<file path="config.mk">
export PLATFORM = sky130hd
export DESIGN_NAME = regfile_dumper
export DESIGN_NICKNAME = d
export VERILOG_FILES = /design/src/rtl/regfile_dumper.sv
export SDC_FILE = /design/constraint.sdc
export NUM_CORES = 1
export LEC_CHECK = 0
export CORE_UTILIZATION = 28
export CTS_CLUSTER_SIZE = 12
export DETAILED_ROUTE_END_ITERATION = 16
export GPL_ROUTABILITY_DRIVEN = 0
export HOLD_SLACK_MARGIN = 0.12
export PLACE_DENSITY_LB_ADDON = 0.05
export SETUP_SLACK_MARGIN = 0.15
export SKIP_LAST_GASP = 1
export SLEW_MARGIN = 10
export SYNTH_ARGS = -nofsm -noshare
export SYNTH_HDL_FRONTEND = slang
export SYNTH_SLANG_ARGS = --single-unit
</file>
<file path="constraint.sdc">
create_clock -name clk -period 2.2 [get_ports clk]
set_input_delay 0.22 -clock clk [delete_from_list [all_inputs] [get_ports clk]]
set_output_delay 0.22 -clock clk [all_outputs]
set_load 0.01 [all_outputs]
</file>
<file path="src/rtl/regfile_dumper.sv">
// Register-file dumper: walks an address range (with wrap) and streams each entry out over valid/ready.
// Optional macro DUMP_PARITY_EN adds an even-parity output captured alongside out_data.
module regfile_dumper #(
    parameter int unsigned DW = 8,
    parameter int unsigned AW = 3
) (
    input  logic          clk,
    input  logic          rst_n,
    input  logic          start,
    input  logic          abort,
    input  logic [AW-1:0] first_addr,
    input  logic [AW-1:0] last_addr,
    output logic [AW-1:0] rf_addr,
    input  logic [DW-1:0] rf_data,
    output logic [DW-1:0] out_data,
    output logic [AW-1:0] out_idx,
    output logic          out_valid,
    input  logic          out_ready,
    output logic          busy,
    output logic          done
`ifdef DUMP_PARITY_EN
    ,
    output logic          out_parity
`endif
);

    typedef enum logic [1:0] {
        IDLE  = 2'd0,
        FETCH = 2'd1,
        SEND  = 2'd2,
        DONE  = 2'd3
    } state_e;

    state_e        state_q, state_d;
    logic [AW-1:0] idx_q, idx_d;
    logic [AW-1:0] last_q, last_d;
    logic [DW-1:0] data_q, data_d;
    logic [AW-1:0] oidx_q, oidx_d;
    logic          valid_q, valid_d;
    logic          busy_q, busy_d;
    logic          done_q, done_d;
`ifdef DUMP_PARITY_EN
    logic          parity_q, parity_d;
`endif

    always_ff @(posedge clk or negedge rst_n) begin
        if (!rst_n) begin
            state_q  <= IDLE;
            idx_q    <= '0;
            last_q   <= '0;
            data_q   <= '0;
            oidx_q   <= '0;
            valid_q  <= 1'b0;
            busy_q   <= 1'b0;
            done_q   <= 1'b0;
`ifdef DUMP_PARITY_EN
            parity_q <= 1'b0;
`endif
        end else begin
            state_q  <= state_d;
            idx_q    <= idx_d;
            last_q   <= last_d;
            data_q   <= data_d;
            oidx_q   <= oidx_d;
            valid_q  <= valid_d;
            busy_q   <= busy_d;
            done_q   <= done_d;
`ifdef DUMP_PARITY_EN
            parity_q <= parity_d;
`endif
        end
    end

    // Next-state and output logic; abort takes priority over the handshake.
    always_comb begin
        state_d  = state_q;
        idx_d    = idx_q;
        last_d   = last_q;
        data_d   = data_q;
        oidx_d   = oidx_q;
        valid_d  = valid_q;
`ifdef DUMP_PARITY_EN
        parity_d = parity_q;
`endif
        case (state_q)
            IDLE: begin
                if (start) begin
                    state_d = FETCH;
                    idx_d   = first_addr;
                    last_d  = last_addr;
                end
            end
            FETCH: begin
                if (abort) begin
                    state_d = IDLE;
                    valid_d = 1'b0;
                end else begin
                    data_d   = rf_data;
                    oidx_d   = idx_q;
                    valid_d  = 1'b1;
`ifdef DUMP_PARITY_EN
                    parity_d = ^rf_data;
`endif
                    state_d  = SEND;
                end
            end
            SEND: begin
                if (abort) begin
                    state_d = IDLE;
                    valid_d = 1'b0;
                end else if (out_ready) begin
                    valid_d = 1'b0;
                    if (idx_q == last_q) begin
                        state_d = DONE;
                    end else begin
                        idx_d   = idx_q + AW'(1);
                        state_d = FETCH;
                    end
                end
            end
            DONE: begin
                state_d = IDLE;
            end
            default: begin
                state_d = IDLE;
                valid_d = 1'b0;
            end
        endcase
        busy_d = (state_d == FETCH) || (state_d == SEND);
        done_d = (state_d == DONE);
    end

    assign rf_addr    = idx_q;
    assign out_data   = data_q;
    assign out_idx    = oidx_q;
    assign out_valid  = valid_q;
    assign busy       = busy_q;
    assign done       = done_q;
`ifdef DUMP_PARITY_EN
    assign out_parity = parity_q;
`endif

endmodule

</file>
After elaboration in Yosys (flattened, before gate mapping). Cells that the tools add are included.

Bits in registers: 22. Bits in latches: 0. Memory bits (writable): 0. ROM bits: 0. Output and inout port bits: 17. Word-level logic and storage cells: 45. Memories: 0.

$add $sub $neg: 1. $mul: 0. Div/mod/pow operators: 0. Order comparisons: 0. Eq/ne operators: 12. Shift-type cells: 0. Multiplexer cells: 15. Bitwise gates (word level): 1. Reduce and logical (&&, ||, !) cells: 8.

Operators with widths (count): $mux W3 (4); $mux W2 (5); $eq A2 B2 Y1 const B (4); $ne A2 B2 Y1 const B (4); $pmux W2 S4 (1); $pmux W3 S2 (1); $reduce_and A2 Y1 (3); $reduce_and A5 Y1 (1); $eq A2 B1 Y1 const B (2); $reduce_bool A2 Y1 (2); $add A3 B1 Y3 const B (1); $eq A3 B3 Y1 (1); $mux W1 (3); $ne A3 B3 Y1 const B (1); $logic_not A2 Y1 (1); $pmux W1 S2 (1); $logic_or A1 B1 Y1 (1); $not A1 Y1 (1).

Longest topological paths before layout. Gate-level depths: netlist of the first run.

Depth after elaboration: 7. Depth in mapped cells: 5.

Least setup slack after synthesis of the first run. Ideal clock, no wire load.

Path kind: register to register. From: register idx_q[2], in the netlist rf_addr[2]. To: register busy_q, in the netlist busy. Setup time: 0.126 ns. Arrival time: 1.298 ns. Data required time: 2.074 ns. Slack: 0.776 ns. Stages on the path, launching flop included: 6. Buffers on the path: 0. Clock period less this slack: 1.424 ns. Cell sequence: dfrtp_1 -> xnor2_1 -> nand3_1 -> a21o_1 -> a21oi_1 -> ha_1.

Cells in the longest elaborated chain, start to end: 7. Elaborated cells on any way between the ends: 8. Classes of those cells: 3 x eq/ne; 4 x mux; 1 x reduce/logical.

Ends and longest elaborated chain: start, declared (line 35) `logic [AW-1:0] idx_q, idx_d;`; start signal, assigned (line 61) `idx_q <= idx_d;`; $eq A3 B3 Y1 * (line 113) `if (idx_q == last_q) begin`; $mux W2 * (line 113); $mux W2 * (line 111) `end else if (out_ready) begin`; $mux W2 * (line 108) `if (abort) begin`; $pmux W2 S4 * (line 85) `case (state_q)`; $eq A2 B1 Y1 / $eq A2 B2 Y1 (equally long branches) (line 129) `busy_d = (state_d == FETCH) || (state_d == SEND);`; $logic_or A1 B1 Y1 * (line 129); named net busy_d (line 40) `logic busy_q, busy_d;`; end signal, assigned (line 66) `busy_q <= busy_d;`; end, declared (line 40).

Mark *: on every way through the listed nets, which the timed path passes. The rest lies on a longest branch. A chain may end at the register's enable or synchronous reset.

Final worst setup path of the first run.
From: register idx_q[0], in the netlist rf_addr[0]. To: output port rf_addr[0].

RTL lines: end, declared (line 13) `output logic [AW-1:0] rf_addr,`.

No word-level cell between the ends.

==> results.md, run 1 <==
- Status: completed
- CP max-delay cell: clkdlybuf4s50_1
- Multi-input logic area: 425 um^2
- Largest net degree at the start of global routing: 23
- Syn Area/Cell: between 10 and 15 um^2
- Hold WC Path Type: in -> async
- RSZ-0062 raised after global routing: false
- First-pass GRT wire length: 2.91 mm
- Gr ovfl total: 0
- Clock Latency Late Sink: ~0.31 ns
- Final Hold Vio Count: 0
- Port Buffers: 35
- Final Cycle Share: 73.5%
- Final #Nets: 132
- Cell variety after synth: 26
- Final Max Tran Viols: 0
- Yosys warning total: 0
- CTS tree: built
- Cell taking the most area after synthesis: dfrtp_1
- Met1 Use GR: between 10% and 20%
- Critical path peak fanout: 6
- Vias per cell: about 4.5
- Initial core utilization: 29.4%
- FILL cells: about 350
- Pre-CTS worst setup slack: 0.497 ns
- Cts hold-fix bufs: 0
- Crit. End Element: output port
- Crit start category: register
- Fmax: 618 MHz
- Detailed router's first-iteration violation count: 1
- Setup slack after layout: ~0.58 ns
- Layout cells sized above 1: around 15%
- Core Box Area: around 0.0034 mm^2
- Gate Count Post-Synth: 70
- Remaining antenna violation count: 0
- WP buf/inv: 1
- Worst VDD drop: approximately 0.8 mV
- Tmin final: roughly 1.6 ns
- Placed wire-length estimate: 1.43 mm
- LEAKAGE: ~0.00060 uW
- Final setup vio count: 0
- Crit path max-delay family: buffers and inverters
- Gr usage total: roughly 11%
- Worst path cell trace: clkdlybuf4s50_1
- DRC viols: 0
- I/O pin cnt: 36
- Skew final: around 0.0034 ns
- GRT Max-Usage Layer: met2
- Area Overhead vs Synth: 47.0%
- Antenna violations before repair: 0
- Max-cap violation count: 0
- Synth top area share: 55.8%
- Met3 Resource Use GR: 4.62%
- First-pass DRT Iterations: 2
- Clock Pin Slew Worst Setup and Hold Paths: ~0.13 ns
- Post-CTS setup buffers: 0
- X dimension of the die: 61.4 um
- Syn Std Cell Area: roughly 990 um^2
- Crit Path Category: reg -> out
- Via count of the first global-routing pass: about 660
- Routed WL per cell: 12.0 um
- H-Tree Depth: 1
- Power Dens Cells: ~1100 mW/mm^2
- Syn Nets: a little over 90
- Measured slew at the worst slew-check pin: about 0.29 ns
- Placed Area: between 0.001 and 0.0015 mm^2
- Crit-path max cell delay: slightly below 0.6 ns
- Vias: 700
- Met2 usage: a little under a fifth
- Die area: 0.00377 mm^2
- Setup Total Neg Slack: 0 ns
- Antenna Cells: 0
- Final Core Density: a little over two fifths
- Quantity of gates resized following cts: 0
- Die Span Y: about 61 um
- Synth Register Bits: 22
- FF/Latch Area: 551 um^2
- Slew Limit Headroom: between 80% and 90%
- Row count: 21
- Routed wire length: between 1.5 and 2 mm
- Clk sinks: 22
- Root Driver: clkbuf_4
- Total power draw: 1660 uW
- Arrival @ worst endpoint: 1.40 ns
- Top cells by area, synth: dfrtp_1 56%, mux2_1 13%, xnor2_1 3.5%, mux2_2 3.4%, ha_1 2.5%
- Worst Path Required: around 2 ns
- Register area share after synthesis: 55.8%
- Clock Tree Buf Depth: 2
- Post-layout instance area: 0.00145 mm^2
- CTS buffer count: 3
## cell families after synthesis
| family | share of synthesized area (%) |
|---|---|
| AO/OA/AOI/OAI | 9.25 |
| XOR/XNOR | 3.55 |
| adder cells (fa/ha/maj) | 2.53 |
| buffers and inverters | 1.14 |
| flip-flops | 55.8 |
| multiplexers | 18.5 |
| AND/OR/NAND/NOR | 9.25 |
## worst paths after layout
path                                         start                 endpoint  slack, ns  cells past startpoint
max in group asynchronous                    rst_n   rf_addr[1]$_DFFE_PN0P_       1.73                      2
setup / recovery            rf_addr[0]$_DFFE_PN0P_               rf_addr[0]       0.58                      1
min in group clk           out_data[2]$_DFFE_PN0P_  out_data[2]$_DFFE_PN0P_       0.50                      1
setup reg to reg            rf_addr[0]$_DFFE_PN0P_           busy$_DFF_PN0_       0.65                      5
hold / removal                               rst_n  out_data[7]$_DFFE_PN0P_       0.25                      2
hold reg to reg            out_data[2]$_DFFE_PN0P_  out_data[2]$_DFFE_PN0P_       0.50                      1
## Yosys cell counts
master / instances
nand2_1: 1
nand3_1: 1
a21oi_2: 1
o2111ai_2: 1
or2b_1: 1
o21a_1: 1
nand3b_4: 1
buf_6: 1
nor2_2: 1
nor2_1: 2
nand2b_4: 1
mux2i_1: 1
a21oi_1: 4
dfrtp_1: 22
mux2_2: 3
xnor2_1: 4
a31o_1: 1
nand2_2: 1
mux2_1: 11
nand2b_1: 2
mux2_4: 1
a21o_1: 1
o21ai_1: 1
ha_1: 2
nand2b_2: 1
a31oi_1: 3
## layout make-up
cell class                      count  area share [%]
Sequential cell                    22            37.9
Clock buffer                        3            1.55
Multi-Input combinational cell     47            29.3
Tap cell                           46            3.97
Clock inverter                      1            2.07
Timing Repair Buffer               37            25.2
## registers in the layout, summed over array words and instances, names as in the netlist
name and flops:
rf_addr 3, last_q 3, busy 1, out_idx 3, out_data 8, done 1
out_valid 1, state_q 2
## worst reg2reg max path: stages (launching register included)
cell and delay, ns:
dfrtp_1 0.49, xnor2_1 0.24, nand3_1 0.11, a21o_1 0.21, a21oi_1 0.16, ha_1 0.25
## cell usage in the layout, fill, tap and decap left out
master	n
nand2b_1	2
a31o_1	1
nor2_2	1
dfrtp_1	22
a21oi_1	4
nand3b_4	1
nand3_1	1
ha_1	2
o21ai_1	1
clkbuf_4	3
a21o_1	1
a21oi_2	1
o21a_1	1
o2111ai_2	1
mux2i_1	1
bufinv_16	1
clkdlybuf4s50_1	35
nand2_1	1
or2b_1	1
xnor2_1	4
mux2_4	1
nor2_1	2
nand2b_2	1
a31oi_1	3
buf_4	2
mux2_1	11
nand2b_4	1
mux2_2	3
nand2_2	1
## metal layers
metal	part of all wire (%)	vias to the layer above
li1	-	337
met1	43	336
met2	49	25
met3	7.4	2
met4	0.80	0
met5	0	-
## where the power goes
| group | total [uW] | leakage (uW) | internal [uW] | switching [uW] |
|---|---|---|---|---|
| Sequential | 668 | 0.000261 | 553 | 115 |
| Clock | 311 | 0.0000279 | 184 | 127 |
| Combinational | 678 | 0.000315 | 422 | 256 |
## stage by stage
step	std cells	hold WS, ns
2_1_floorplan	70	-0.0756
3_3_place_gp	152	0.466
3_5_place_dp	152	0.476
4_1_cts	156	0.246
5_1_grt	156	0.255
6_report	156	0.246
Note: power is estimated with default switching activity, not from simulation.
==> run 2, diff against run 1 <==
Clock period 2.2 ns to 1.4 ns, I/O delays scaled along.
==> run 2 against run 1 <==
Against the previous run: the flow now finishes with violations (negative setup slack); count of clock-buffer cells in the layout unchanged; highest routed layer unchanged; non-clock buffer count increased by 15; critical path type is now reg -> reg; sequential power increased by 51%; largest power group unchanged; clock power increased by 60%; total power increased by 70%; wire length increased by 15%; global-route usage increased by 1.6 points.
==> results.md, run 2 (same netlist as run 1, synthesis figures left out) <==
- Setup Total Neg Slack: -0.106 ns (was 0 ns)
- Placed wire-length estimate: 1.55 mm (was 1.43 mm)
- Port Buffers: 35 (unchanged)
- Final #Nets: 147 (was 132)
- Setup slack after layout: -0.0643 ns (was 0.583 ns)
- Critical path peak fanout: 2 (was 6)
- Crit-path max cell delay: 0.44 ns (was 0.58 ns)
- Row count: 21 (unchanged)
- FILL cells: 341 (was 352)
- Reg-to-reg startpoint: rf_addr[2]$_DFFE_PN0P_ (was rf_addr[0]$_DFFE_PN0P_)
- Final Hold Vio Count: 0 (unchanged)
- Measured slew at the worst slew-check pin: 0.288 ns (was 0.290 ns)
- Crit Path Category: reg -> reg (was reg -> out)
- LEAKAGE: 0.000720 uW (was 0.000604 uW)
- Initial core utilization: 29.4% (unchanged)
- Max-cap violation count: 0 (unchanged)
- Max FFs per register: 8 (unchanged)
- Antenna Cells: 0 (unchanged)
- Worst Path Required: 1.62 ns (was 1.98 ns)
- Failing checks: negative setup slack
- Worst path cell trace: buf_6, xnor2_2, nand3_1, a21o_1, a21oi_2, ha_1 (was clkdlybuf4s50_1)
- Vias per cell: 4.35 (was 4.49)
- Via count of the first global-routing pass: 718 (was 657)
- X dimension of the die: 61.4 um (unchanged)
- R2R depth: 6 (was 5)
- Layout cells sized above 1: 35.2% (was 15.5%)
- Antenna violations before repair: 0 (unchanged)
- Multi-input logic area: 463 um^2 (was 425 um^2)
- Clock Pin Slew Worst Setup and Hold Paths: 0.13 ns (about the same)
- Area Overhead vs Synth: 61.3% (was 47.0%)
- Status: complete, but fails checks (was completed)
- I/O pin cnt: 36 (unchanged)
- Hold WC Path Type: in -> async (unchanged)
- Tmin final: approximately 1.5 ns
- DRC viols: 0 (unchanged)
- CP max-delay cell: dfrtp_2 (was clkdlybuf4s50_1)
- Arrival @ worst endpoint: 1.68 ns (was 1.40 ns)
- Root Driver: clkbuf_4 (unchanged)
- Routed wire length: 2.15 mm (was 1.87 mm)
- Clock Tree Buf Depth: 2 (unchanged)
- Skew final: 0.00112 ns (was 0.00341 ns)
- Gr usage total: 12.6% (was 11.0%)
- Clk sinks: 22 (unchanged)
- First-pass GRT wire length: 3.35 mm (was 2.91 mm)
- R2r setup slk: -0.06 ns (was 0.65 ns)
- Crit. End Element: register (was output port)
- Power Dens Cells: 1770 mW/mm^2 (was 1140 mW/mm^2)
- Die Span Y: 61.4 um (unchanged)
- Most common cell after layout, fill and taps aside: dfrtp_1 (was clkdlybuf4s50_1)
- RSZ-0062 raised after global routing: true (was false)
- Detailed router's first-iteration violation count: 19 (was 1)
- CTS buffer count: 3 (unchanged)
- Crit start category: register (unchanged)
- Min Hold Slack: 0.153 ns (was 0.246 ns)
- Final Max Tran Viols: 0 (unchanged)
- Commonest non-fill, non-tap cells in the layout: 19 x dfrtp_1, 18 x clkdlybuf4s50_1, 14 x dlygate4sd2_1, 14 x buf_4, 11 x mux2_1 (was 35 x clkdlybuf4s50_1, 22 x dfrtp_1, 11 x mux2_1)
- Gr ovfl total: 0 (unchanged)
- First-pass DRT Iterations: 4 (was 2)
- Die area: 0.00377 mm^2 (unchanged)
- Vias: 744 (was 700)
- FF/Latch Area: 554 um^2 (was 551 um^2)
- RR Endpoint: busy$_DFF_PN0_ (unchanged)
- Final Cycle Share: 105%
- Core Box Area: 0.00336 mm^2 (unchanged)
- Slew Limit Headroom: 80.8% (was 80.7%)
- Worst VDD drop: 0.599 mV (was 0.782 mV)
- Fmax: between 600 and 700 MHz
- Remaining antenna violation count: 0 (unchanged)
- Final setup vio count: 4 (was 0)
- Largest net degree at the start of global routing: 23 (unchanged)
- Routed WL per cell: 12.6 um (was 12.0 um)
- CTS tree: built (unchanged)
- Clock Latency Late Sink: 0.32 ns (was 0.31 ns)
- H-Tree Depth: 1 (unchanged)
==> run 2: cell types whose count changed in the layout (fill, tap and decap cells not counted), moves of 3 or more <==
cell / previous run / this run
clkdlybuf4s50_1: 35 / 18
xnor2_1: 4 / 1
dfrtp_1: 22 / 19
dlygate4sd2_1: 0 / 14
xnor2_2: 0 / 3
buf_4: 2 / 14
dfrtp_2: 0 / 3
==> run 2: timing repair <==
action	4_1_cts	5_1_grt
setup buffers	2	0
setup endpoints to repair	36	21
pin swaps	3	0
hold buffers	0	0
gates cloned	0	0
hold endpoints to repair	0	0
gates resized for setup	28	3
==> run 2: final cells by class <==
| class | instances | share of cell area, % |
|---|---|---|
| Sequential cell | 22 | 34.8 |
| Timing Repair Buffer | 52 | 29.2 |
| Multi-Input combinational cell | 47 | 29.1 |
| Tap cell | 46 | 3.61 |
| Clock inverter | 1 | 1.89 |
| Clock buffer | 3 | 1.41 |
==> run 2: report_power, final <==
part           total, uW  switching (uW)  internal, uW
combinational       1300             542           762
clock                499             209           290
sequential          1010             135           878
total               2810             886          1930
==> run 2: worst max-delay path, delay by kind of cell, from the launching register on <==
family | cells | cell delay (ns)
adders and majority gates | 1 | 0.24
and+or+nand+nor | 1 | 0.12
xor gates and xnor gates | 1 | 0.13
DFF | 1 | 0.44
AOI/OAI and AO/OA | 2 | 0.32
buffers and inverters | 1 | 0.12
==> run 2: per-layer routing <==
metal | wire, um | GRT usage, %
met5 | 0 | 0
met1 | 983 | 17.0
met4 | 16 | 6.67
met3 | 128 | 2.52
met2 | 1020 | 19.1
==> run 2: worst max-delay path by stage <==
stage	start	end	slack, ns	depth (start not counted)
2_1_floorplan	state_q[0]$_DFF_PN0_	busy$_DFF_PN0_	0.03	4
3_3_place_gp	abort	rf_addr[2]$_DFFE_PN0P_	-0.09	5
3_5_place_dp	abort	rf_addr[2]$_DFFE_PN0P_	-0.11	5
4_1_cts	rf_addr[2]$_DFFE_PN0P_	busy$_DFF_PN0_	-0.07	6
5_1_grt	rf_addr[2]$_DFFE_PN0P_	busy$_DFF_PN0_	-0.15	6
6_report	rf_addr[2]$_DFFE_PN0P_	busy$_DFF_PN0_	-0.06	6
==> run 2: through the flow <==
step                instances  power, uW  setup WS (ns)  instance area, um^2  utilization [%]
floorplan                  70       1650         0.0318                 1010                -
global placement          165       2410        -0.0894                 1540             45.6
detailed placement        165       2430         -0.108                 1540             45.6
CTS                       171       2850        -0.0709                 1590             47.3
global route              171       3020         -0.151                 1590             47.4
finish                    171       2810        -0.0643                 1590             47.4
==> run 3, diff against run 2 <==
Settings changed: HOLD_SLACK_MARGIN 0.12 to not set, RECOVER_POWER set to 50.
==> run 3 against run 2 <==
Against the previous run: the flow still finishes with violations (negative setup slack); hold slack improved by 0.17 ns; combinational power barely moved; critical path depth unchanged; non-clock buffer count did not move; flip-flop and latch count unchanged; worst setup slack unchanged; clock skew unchanged; wire length decreased by 0.14%.
==> results.md, run 3 (same netlist as run 1, synthesis figures left out) <==
- Hold WC Path Type: in -> async (unchanged)
- Die Span Y: 61.4 um (unchanged)
- LEAKAGE: 0.000719 uW (was 0.000720 uW)
- Arrival @ worst endpoint: 1.68 ns (about the same)
- Most common cell after layout, fill and taps aside: dfrtp_1 (unchanged)
- Switching Fraction: 31.5% (about the same)
- Routed wire length: 2.15 mm (about the same)
- Detailed router's first-iteration violation count: 19 (unchanged)
- H-Tree Depth: 1 (unchanged)
- CTS tree: built (unchanged)
- First-pass DRT Iterations: 4 (unchanged)
- Vias: 744 (unchanged)
- Crit. End Element: register (unchanged)
- Initial core utilization: 29.4% (unchanged)
- Core Box Area: 0.00336 mm^2 (unchanged)
- Port Buffers: 35 (unchanged)
- Tmin final: 1.46 ns (unchanged)
- Measured slew at the worst slew-check pin: 0.553 ns (was 0.288 ns)
- Setup slack after layout: -0.0643 ns (unchanged)
- Skew final: 0.00112 ns (unchanged)
- Clock power frac: 17.7% (about the same)
- Final Cycle Share: 105% (unchanged)
- Logic pwr share: 46.3% (about the same)
- Slew Limit Headroom: 63.2% (was 80.8%)
- Clock Latency Late Sink: 0.32 ns (about the same)
- Vias per cell: 4.35 (unchanged)
- Crit Path Category: reg -> reg (unchanged)
- Final Core Density: 47.3% (was 47.4%)
- First-pass GRT wire length: 3.35 mm (unchanged)
- Max-cap violation count: 0 (unchanged)
- Final setup vio count: 4 (unchanged)
- Largest net degree at the start of global routing: 23 (unchanged)
- Antenna Cells: 0 (unchanged)
- Final #Nets: 147 (unchanged)
- Crit start category: register (unchanged)
- Psw: 885 uW (was 886 uW)
- Die area: 0.00377 mm^2 (unchanged)
- DRC viols: 0 (unchanged)
- Placed Cells: 165 (unchanged)
- Remaining antenna violation count: 0 (unchanged)
- FILL cells: 342 (was 341)
- R2r setup slk: -0.06 ns (about the same)
- Commonest non-fill, non-tap cells in the layout: 19 x dfrtp_1, 17 x clkdlybuf4s50_1, 14 x dlygate4sd2_1 (was 19 x dfrtp_1, 18 x clkdlybuf4s50_1, 14 x dlygate4sd2_1, 14 x buf_4, 11 x mux2_1)
- Clock Tree Buf Depth: 2 (unchanged)
- Min Hold Slack: 0.319 ns (was 0.153 ns)
- Status: complete, but fails checks (unchanged)
- Setup Total Neg Slack: -0.106 ns (unchanged)
- Root Driver: clkbuf_4 (unchanged)
- Worst Path Required: 1.62 ns (about the same)
- Fmax: 683 MHz (unchanged)
- Power Dens Cells: 1770 mW/mm^2 (about the same)
- Post-Layout Cell Count: 171 (unchanged)
- Layout cells sized above 1: 35.2% (unchanged)
- Worst VDD drop: 0.599 mV (about the same)
- X dimension of the die: 61.4 um (unchanged)
- RSZ-0062 raised after global routing: true (unchanged)
- Area Overhead vs Synth: 61.1% (was 61.3%)
- Max FFs per register: 8 (unchanged)
- Antenna violations before repair: 0 (unchanged)
- Pint: 1930 uW (about the same)
- Share of power burned in registers: 36.0% (about the same)
- Placed wire-length estimate: 1.55 mm (unchanged)
- Gr usage total: 12.6% (unchanged)
- Final Max Tran Viols: 0 (unchanged)
- Via count of the first global-routing pass: 718 (unchanged)
- Failing checks: negative setup slack (unchanged)
- Critical path peak fanout: 2 (unchanged)
- CTS buffer count: 3 (unchanged)
- Clock Pin Slew Worst Setup and Hold Paths: 0.13 ns (about the same)
- Clk sinks: 22 (unchanged)
- I/O pin cnt: 36 (unchanged)
- Row count: 21 (unchanged)
- Gr ovfl total: 0 (unchanged)
- Final Hold Vio Count: 0 (unchanged)
- Routed WL per cell: 12.6 um (about the same)
## run 3: changes by cell type in the layout (fill, tap and decap cells not counted)
cell,previous run,this run
buf_4,14,13
clkbuf_2,1,2
clkdlybuf4s50_1,18,17
dlygate4sd3_1,0,1
## run 3: final cells by class
class                      count  area (um^2)  share of cell area (%)
tap                           46         57.6                    3.62
timing repair buffer          52          463                    29.1
multi-input combinational     47          463                    29.1
sequential                    22          554                    34.9
clock buffer                   3         22.5                    1.42
clock inverter                 1         30.0                    1.89
## run 3: worst max-delay path: stages (launching register included)
cell and delay [ns]:
dfrtp_2 0.44, buf_6 0.12, xnor2_2 0.13, nand3_1 0.12
a21o_1 0.19, a21oi_2 0.13, ha_1 0.24
## run 3: final timing paths
kind	start	to	cells after the start
worst max register to register	rf_addr[2]$_DFFE_PN0P_	busy$_DFF_PN0_	6
worst max-delay path	rf_addr[2]$_DFFE_PN0P_	busy$_DFF_PN0_	6
min in group clk	rf_data[4]	out_data[4]$_DFFE_PN0P_	2
worst min-delay path	rst_n	out_valid$_DFFE_PN0P_	2
worst min register to register	out_data[4]$_DFFE_PN0P_	out_data[4]$_DFFE_PN0P_	1
max in group asynchronous	rst_n	rf_addr[0]$_DFFE_PN0P_	2
## run 3: layer usage
layer,track usage [%],routed length (um)
met1,17.0,981
met4,6.67,16
met3,2.52,128
met2,19.1,1020
met5,0,0
## run 3: stage by stage
| step | area [um^2] | total power (uW) | worst slack [ns] |
|---|---|---|---|
| after floorplan | 1010 | 1650 | 0.0318 |
| after global placement | 1540 | 2410 | -0.0894 |
| after detailed placement | 1540 | 2430 | -0.108 |
| after CTS | 1590 | 2850 | -0.0709 |
| after global routing | 1590 | 3020 | -0.151 |
| final | 1590 | 2810 | -0.0643 |
## run 3: repair_timing
action | in CTS | in global routing
hold endpoints to repair | 0 | 0
buffers inserted | 2 | 0
gates resized for setup | 28 | 3
setup endpoints to repair | 36 | 21
pin swaps | 3 | 0
hold buffers | 0 | 0
## run 3: power groups by stage
stage          Sequential [uW]  Clock (uW)  Combinational [uW]
2_1_floorplan             1170           0                 482
3_3_place_gp              1040           0                1370
3_5_place_dp              1050           0                1380
4_1_cts                   1020         515                1320
5_1_grt                   1050         535                1440
6_report                  1010         499                1300
